==> config.mk <==
export PLATFORM = sky130hd
export DESIGN_NAME = uart_tx_ctrl
export DESIGN_NICKNAME = d
export VERILOG_FILES = /design/src/rtl/uart_tx_ctrl.sv
export SDC_FILE = /design/constraint.sdc
export NUM_CORES = 1
export LEC_CHECK = 0
export ABC_AREA = 1
export ABC_CLOCK_PERIOD_IN_PS = 3600
export CORE_MARGIN = 2
export CORE_UTILIZATION = 28
export CTS_BUF_LIST = sky130_fd_sc_hd__clkbuf_4
export DETAILED_ROUTE_END_ITERATION = 6
export SETUP_SLACK_MARGIN = 0.15
export SYNTH_ARGS = -nofsm -noshare
export SYNTH_HDL_FRONTEND = slang
export SYNTH_SLANG_ARGS = --single-unit
==> constraint.sdc <==
create_clock -name i_clk -period 3.6 [get_ports i_clk]
set_clock_uncertainty 0.15 [all_clocks]
set_input_delay 0.36 -clock i_clk [delete_from_list [all_inputs] [get_ports i_clk]]
set_output_delay 0.36 -clock i_clk [all_outputs]
set_load 0.1 [all_outputs]
==> src/rtl/uart_tx_ctrl.sv <==
// -----------------------------------------------------------------------------
// uart_tx_ctrl
// Frame controller for the UART transmit path. Accepts a parallel word through a
// valid/ready handshake, drives an external MSB-first Serializer (load + shift
// pulses) and frames the TX line as: start bit, DATA_WIDTH data bits LSB first,
// optional parity bit, one stop bit.
//
// Ports
//   i_clk         system clock, rising edge
//   i_rst         asynchronous reset, active low
//   i_data        parallel word to transmit
//   i_data_valid  word available; accepted when i_data_valid && o_ready
//   o_ready       idle, can accept a word
//   i_par_en      1 = insert parity bit (sampled at accept)
//   i_par_type    0 = even, 1 = odd (sampled at accept)
//   o_ser_data    bit-reversed captured word, to Serializer data input
//   o_ser_load    Serializer load enable (one cycle, last cycle of START)
//   o_ser_shift   Serializer shift enable (last cycle of each data bit but the last)
//   i_ser_bit     Serializer output (current MSB)
//   o_tx          UART TX line, idle high
//   o_busy        frame in progress
// -----------------------------------------------------------------------------
module uart_tx_ctrl #(
    parameter int DATA_WIDTH   = 8,
    parameter int CLKS_PER_BIT = 4
) (
    input  logic                  i_clk,
    input  logic                  i_rst,
    input  logic [DATA_WIDTH-1:0] i_data,
    input  logic                  i_data_valid,
    output logic                  o_ready,
    input  logic                  i_par_en,
    input  logic                  i_par_type,
    output logic [DATA_WIDTH-1:0] o_ser_data,
    output logic                  o_ser_load,
    output logic                  o_ser_shift,
    input  logic                  i_ser_bit,
    output logic                  o_tx,
    output logic                  o_busy
);

    localparam int BAUD_W = (CLKS_PER_BIT > 1) ? $clog2(CLKS_PER_BIT) : 1;
    localparam int BIT_W  = (DATA_WIDTH > 1) ? $clog2(DATA_WIDTH) : 1;

    typedef enum logic [2:0] {
        S_IDLE   = 3'd0,
        S_START  = 3'd1,
        S_DATA   = 3'd2,
        S_PARITY = 3'd3,
        S_STOP   = 3'd4
    } state_t;

    // Reverse bit order so the LSB of the word leaves the MSB-first Serializer first.
    function automatic logic [DATA_WIDTH-1:0] bit_reverse(input logic [DATA_WIDTH-1:0] d);
        logic [DATA_WIDTH-1:0] r;
        r = '0;
        for (int i = 0; i < DATA_WIDTH; i++) begin
            r[i] = d[DATA_WIDTH-1-i];
        end
        return r;
    endfunction

    // Even parity is the XOR reduction; odd parity is its inverse.
    function automatic logic parity_bit(input logic [DATA_WIDTH-1:0] d, input logic odd);
        return (^d) ^ odd;
    endfunction

    state_t                state_r;
    state_t                state_nx_s;
    logic [BAUD_W-1:0]     baud_cnt_r;
    logic [BIT_W-1:0]      bit_cnt_r;
    logic [DATA_WIDTH-1:0] ser_data_r;
    logic                  par_en_r;
    logic                  par_bit_r;   // already folds in the parity type sampled at accept
    logic                  baud_last_s;
    logic                  bit_last_s;

    assign baud_last_s = (baud_cnt_r == BAUD_W'(CLKS_PER_BIT - 1));
    assign bit_last_s  = (bit_cnt_r == BIT_W'(DATA_WIDTH - 1));

    // State register.
    always_ff @(posedge i_clk or negedge i_rst) begin
        if (!i_rst) begin
            state_r <= S_IDLE;
        end else begin
            state_r <= state_nx_s;
        end
    end

    // Next-state logic: every non-idle state lasts one full baud period.
    always_comb begin
        state_nx_s = state_r;
        case (state_r)
            S_IDLE: begin
                if (i_data_valid) state_nx_s = S_START;
                else              state_nx_s = S_IDLE;
            end
            S_START: begin
                if (baud_last_s) state_nx_s = S_DATA;
                else             state_nx_s = S_START;
            end
            S_DATA: begin
                if (baud_last_s && bit_last_s) state_nx_s = par_en_r ? S_PARITY : S_STOP;
                else                           state_nx_s = S_DATA;
            end
            S_PARITY: begin
                if (baud_last_s) state_nx_s = S_STOP;
                else             state_nx_s = S_PARITY;
            end
            S_STOP: begin
                if (baud_last_s) state_nx_s = S_IDLE;
                else             state_nx_s = S_STOP;
            end
            default: state_nx_s = S_IDLE;
        endcase
    end

    // Baud counter: runs in non-idle states, cleared on every state change.
    always_ff @(posedge i_clk or negedge i_rst) begin
        if (!i_rst) begin
            baud_cnt_r <= '0;
        end else if ((state_nx_s != state_r) || (state_r == S_IDLE)) begin
            baud_cnt_r <= '0;
        end else begin
            baud_cnt_r <= baud_cnt_r + BAUD_W'(1);
        end
    end

    // Data bit counter: advances at the end of each data bit period.
    always_ff @(posedge i_clk or negedge i_rst) begin
        if (!i_rst) begin
            bit_cnt_r <= '0;
        end else if ((state_r == S_DATA) && baud_last_s) begin
            bit_cnt_r <= bit_last_s ? '0 : (bit_cnt_r + BIT_W'(1));
        end else if (state_r != S_DATA) begin
            bit_cnt_r <= '0;
        end else begin
            bit_cnt_r <= bit_cnt_r;
        end
    end

    // Capture word and parity settings on the accept edge; held for the whole frame.
    always_ff @(posedge i_clk or negedge i_rst) begin
        if (!i_rst) begin
            ser_data_r <= '0;
            par_en_r   <= 1'b0;
            par_bit_r  <= 1'b0;
        end else if ((state_r == S_IDLE) && i_data_valid) begin
            ser_data_r <= bit_reverse(i_data);
            par_en_r   <= i_par_en;
            par_bit_r  <= parity_bit(i_data, i_par_type);
        end else begin
            ser_data_r <= ser_data_r;
            par_en_r   <= par_en_r;
            par_bit_r  <= par_bit_r;
        end
    end

    // Output decode from registered state only, so reset takes the line high at once.
    always_comb begin
        o_ready     = (state_r == S_IDLE);
        o_busy      = (state_r != S_IDLE);
        o_ser_load  = (state_r == S_START) && baud_last_s;
        o_ser_shift = (state_r == S_DATA) && baud_last_s && !bit_last_s;
        o_tx        = 1'b1;
        case (state_r)
            S_IDLE:   o_tx = 1'b1;
            S_START:  o_tx = 1'b0;
            S_DATA:   o_tx = i_ser_bit;
            S_PARITY: o_tx = par_bit_r;
            S_STOP:   o_tx = 1'b1;
            default:  o_tx = 1'b1;
        endcase
    end

    assign o_ser_data = ser_data_r;

endmodule

# Yosys cells after proc, flatten, opt, wreduce, memory -nomap -nowiden
# Cells that the tools add are included.
[totals]
regBits = 18
in_bits = 14
out_inout_bits = 13
[classes]
n_addsub = 2
eq_ne = 8
n_mux = 12
n_bitwise = 1
reduce_logical = 11
[op_table]
columns = ["operator", "count"]
rows = [
  ["$mux W3", 7],
  ["$pmux W3 S5", 1],
  ["$reduce_xor A8 Y1", 1],
  ["$eq A3 B2 Y1 const B", 2],
  ["$eq A3 B3 Y1 const B", 2],
  ["$logic_and A1 B1 Y1", 5],
  ["$mux W2", 2],
  ["$add A3 B1 Y3 const B", 1],
  ["$eq A3 B1 Y1 const B", 1],
  ["$logic_not A3 Y1", 1],
  ["$ne A3 B2 Y1 const B", 1],
  ["$ne A3 B3 Y1", 1],
  ["$pmux W1 S3", 1],
  ["$reduce_bool A3 Y1", 1],
  ["$add A2 B1 Y2 const B", 1],
  ["$eq A2 B2 Y1 const B", 1],
  ["$reduce_bool A2 Y1", 1],
  ["$logic_not A1 Y1", 1],
  ["$logic_or A1 B1 Y1", 1],
  ["$mux W1", 1],
  ["$xor A1 B1 Y1", 1],
]

# Depth between registers and ports, before layout
[depth]
ltp_word = 7
mapped_depth = 10

# Worst setup path after synthesis
# Ideal clock, no wire load.
[synth_path]
path_type = "reg-to-output"
from = "register state_r[1]"
to = "output o_busy"
arrival_time_ps = 2844
required_ps = 3090
setup_slack_ps = 246
stages_incl_launch_ff = 5
cell_sequence = "dfrtp_1 > nor2_1 > inv_1 > nor2_1 > inv_1"
[synth_between]
elab_chain_cells = 1
[synth_rtl]
columns = ["item", "line_no", "rtl"]
rows = [
  ["from (decl)", "68", "state_t state_r;"],
  ["from (signal assigned)", "86", "state_r <= state_nx_s;"],
  ["$reduce_bool A3 Y1", "162", "o_busy = (state_r != S_IDLE);"],
  ["to (decl)", "39", "output logic o_busy"],
]
# No other way between the ends.

# Final worst setup path
# Ends and elaborated chain as after synthesis.

==> impl_results.md <==
- Area of the multi-input gates: 457 um2
- Diodes inserted: 0
- R2R depth: 7
- CTS tree: done
- Post-CTS setup buffers: 0
- Area growth syn-to-layout: 33.8%
- Vias post-DR: 859
- Placed cells: 187
- Via-to-Cell Ratio: 4.50
- Synth warn: 0
- Setup CP Type: flip-flop to output pin
- Post-synth EDFFs: 0
- Post-Syn Area: 972 um2
- Post-synth top flop: dfrtp_1
- Hold path startpoint: baud_cnt_r[0]
- Setup TNS: 0 ns
- GR Util met3: 0.0162
- Largest cells by area after synthesis: dfrtp_1 (46%), nand2_1 (11%), inv_1 (5.8%)
- Worst Max-Slew Pin Slew: 0.969 ns
- Critical Path RT: 3.09 ns
- Seq/Total Area, Yosys: 0.463
- Arrival @ worst endpoint: 2.13 ns
- Pre-antenna DRT Iters: 4
- Largest net degree at the start of global routing: 19
- Yosys top cell area share: 0.463
- Post-route insts no fill: 191
- Setup-failing EPs final: 0
- Initial antenna violation count: 0
- Syn Nets: 133
- Worst r2r src: state_r[1]
- Hold path endpoint: baud_cnt_r[0]
- Hold WS: 0.300 ns
- Fin. Hold Viols: 0
- I/O pin count: 27
- Cts bufs inserted: 3
- HPWL Detailed: 1.50 mm
- Cells after synthesis: 116
- Grt total ovfl: 0
- Slew Limit Fails: 0
- NumNets Final: 163
- Hold path depth: 1
- Final cycle utilization of the critical path: 0.734
- Seq. cell area: 450 um2
- Achievable Freq: 0.378 GHz
- Synth cell count leaders: nand2_1 (29), dfrtp_1 (18), inv_1 (15)
- Core area: 3340 um2
- Wire length per cell: 9.93 um
- Outcome: complete, no violations
- Count leader, synth: nand2_1
- Initial Util: 0.291
- Clk slew on worst S/H paths: 0.10 ns
- IO Port Bufs: 26
- Maxcap violations: 0
- Avg Cell Area, Syn: 8.38 um2
- Worst-Skew Late Latency: 0.29 ns
- GRT Resource Usage Total: 0.102
- Routability congestion estimate: 0.823
- Reg-to-reg slack, setup: 1.93 ns
- Hold WC Path Type: flip-flop to flip-flop
- Die Span X: 62.9 um
- Vias in the first global route: 790
- CTS Sinks: 18
- DRC: 0
- Hold buffers post-CTS: 0
- Root buffer cell: clkbuf_4
- # resized after CTS: 0
- Worst Setup End Kind: output pin
- Min cycle time layout: 2.64 ns
- Routed Wire Length: 1.90 mm
- First-pass GRT wire length: 3.19 mm
- Synth unique cells: 21
- Share of layout cells above drive strength 1: 0.117
- Row cnt: 21
- Die Span Y: 62.9 um
- GR Util met2: 0.176
- Met1 GRT Util: 0.121
- H-tree Lvls: 1
- Ys async rst share: 1.00
- Fill cells: 371
- Initial drt markers: 42
- Startpoint Class: flip-flop
- Clock buffer depth: 2
- Worst r2r dst: baud_cnt_r[1]
- Number of synthesized register bits: 18
- RSZ-0062 raised after global routing: no
- CP startpoint: state_r[1]
- Most Crowded Layer GR: met2
- Die area: 3960 um2
- Normalized max-slew margin: 0.352
- Yosys top cell by area: dfrtp_1
- Crit path max fanout: 6
- Post-route ant nets: 0
==> sequential cells by signal, indices dropped and copies added (netlist names) <==
signal	count
bit_cnt_r	3
o_ser_data	8
state_r	3
baud_cnt_r	2
par_en_r	1
par_bit_r	1
==> worst max-delay path: stages (launching register included) <==
cell	delay, ns
dfrtp_1	0.45
nor2_1	0.10
inv_1	0.07
nor2_1	0.05
inv_1	0.05
clkdlybuf4s50_1	1.12
==> metal layers <==
layer | wire [um] | up-vias
met4 | 28 | 0
met3 | 94 | 4
met1 | 866 | 391
li1 | - | 439
met5 | 0 | -
met2 | 907 | 25
==> logic make-up (layout without fill, tap and decap cells) <==
family          Yosys count  after routing  synth area share
compound gates           13             13            0.0824
xor+xnor                  1              1           0.00901
fa+ha+maj                 3              3            0.0386
buf+inv                  17             46            0.0669
flops                    18             18             0.463
mux                       5              5            0.0579
simple gates             59             59             0.282
==> layout make-up <==
| cell class | count | share of cell area |
|---|---|---|
| Multi-Input combinational cell | 81 | 0.351 |
| Sequential cell | 18 | 0.346 |
| Timing Repair Buffer | 26 | 0.192 |
| Inverter | 16 | 0.0462 |
| Tap cell | 46 | 0.0442 |
| Clock buffer | 3 | 0.0173 |
| Clock inverter | 1 | 0.00288 |
==> cell usage in the layout, fill, tap and decap left out, drive strengths merged, types with 3 or more instances in the layout <==
master and instances:
nand3b 4, nor2 10, clkdlybuf4s50 22, o21ai 9, nand2 30, dfrtp 18
mux2 5, buf 4, nor3 3, clkbuf 3, nand3 9, inv 16
ha 3, nand4 3
==> how the worst max path moves through the flow <==
stage	end	slack, ns	depth (start not counted)
CTS	o_busy	0.94	5
global placement	o_busy	1.31	5
finish	o_busy	0.96	5
detailed placement	o_busy	1.28	5
global route	o_busy	0.85	5
floorplan	o_busy	0.25	4
==> per-stage QoR <==
stage / worst slack, ns / util / instance area [um2]
2_1_floorplan: 0.246 / - / 972
3_3_place_gp: 1.31 / 0.382 / 1270
3_5_place_dp: 1.28 / 0.382 / 1270
6_report: 0.956 / 0.390 / 1300
4_1_cts: 0.943 / 0.390 / 1300
5_1_grt: 0.847 / 0.390 / 1300
Power is left out: the tool's default activity adds up to more than one toggle a clock period on the data nets, which glitch-free logic cannot reach.
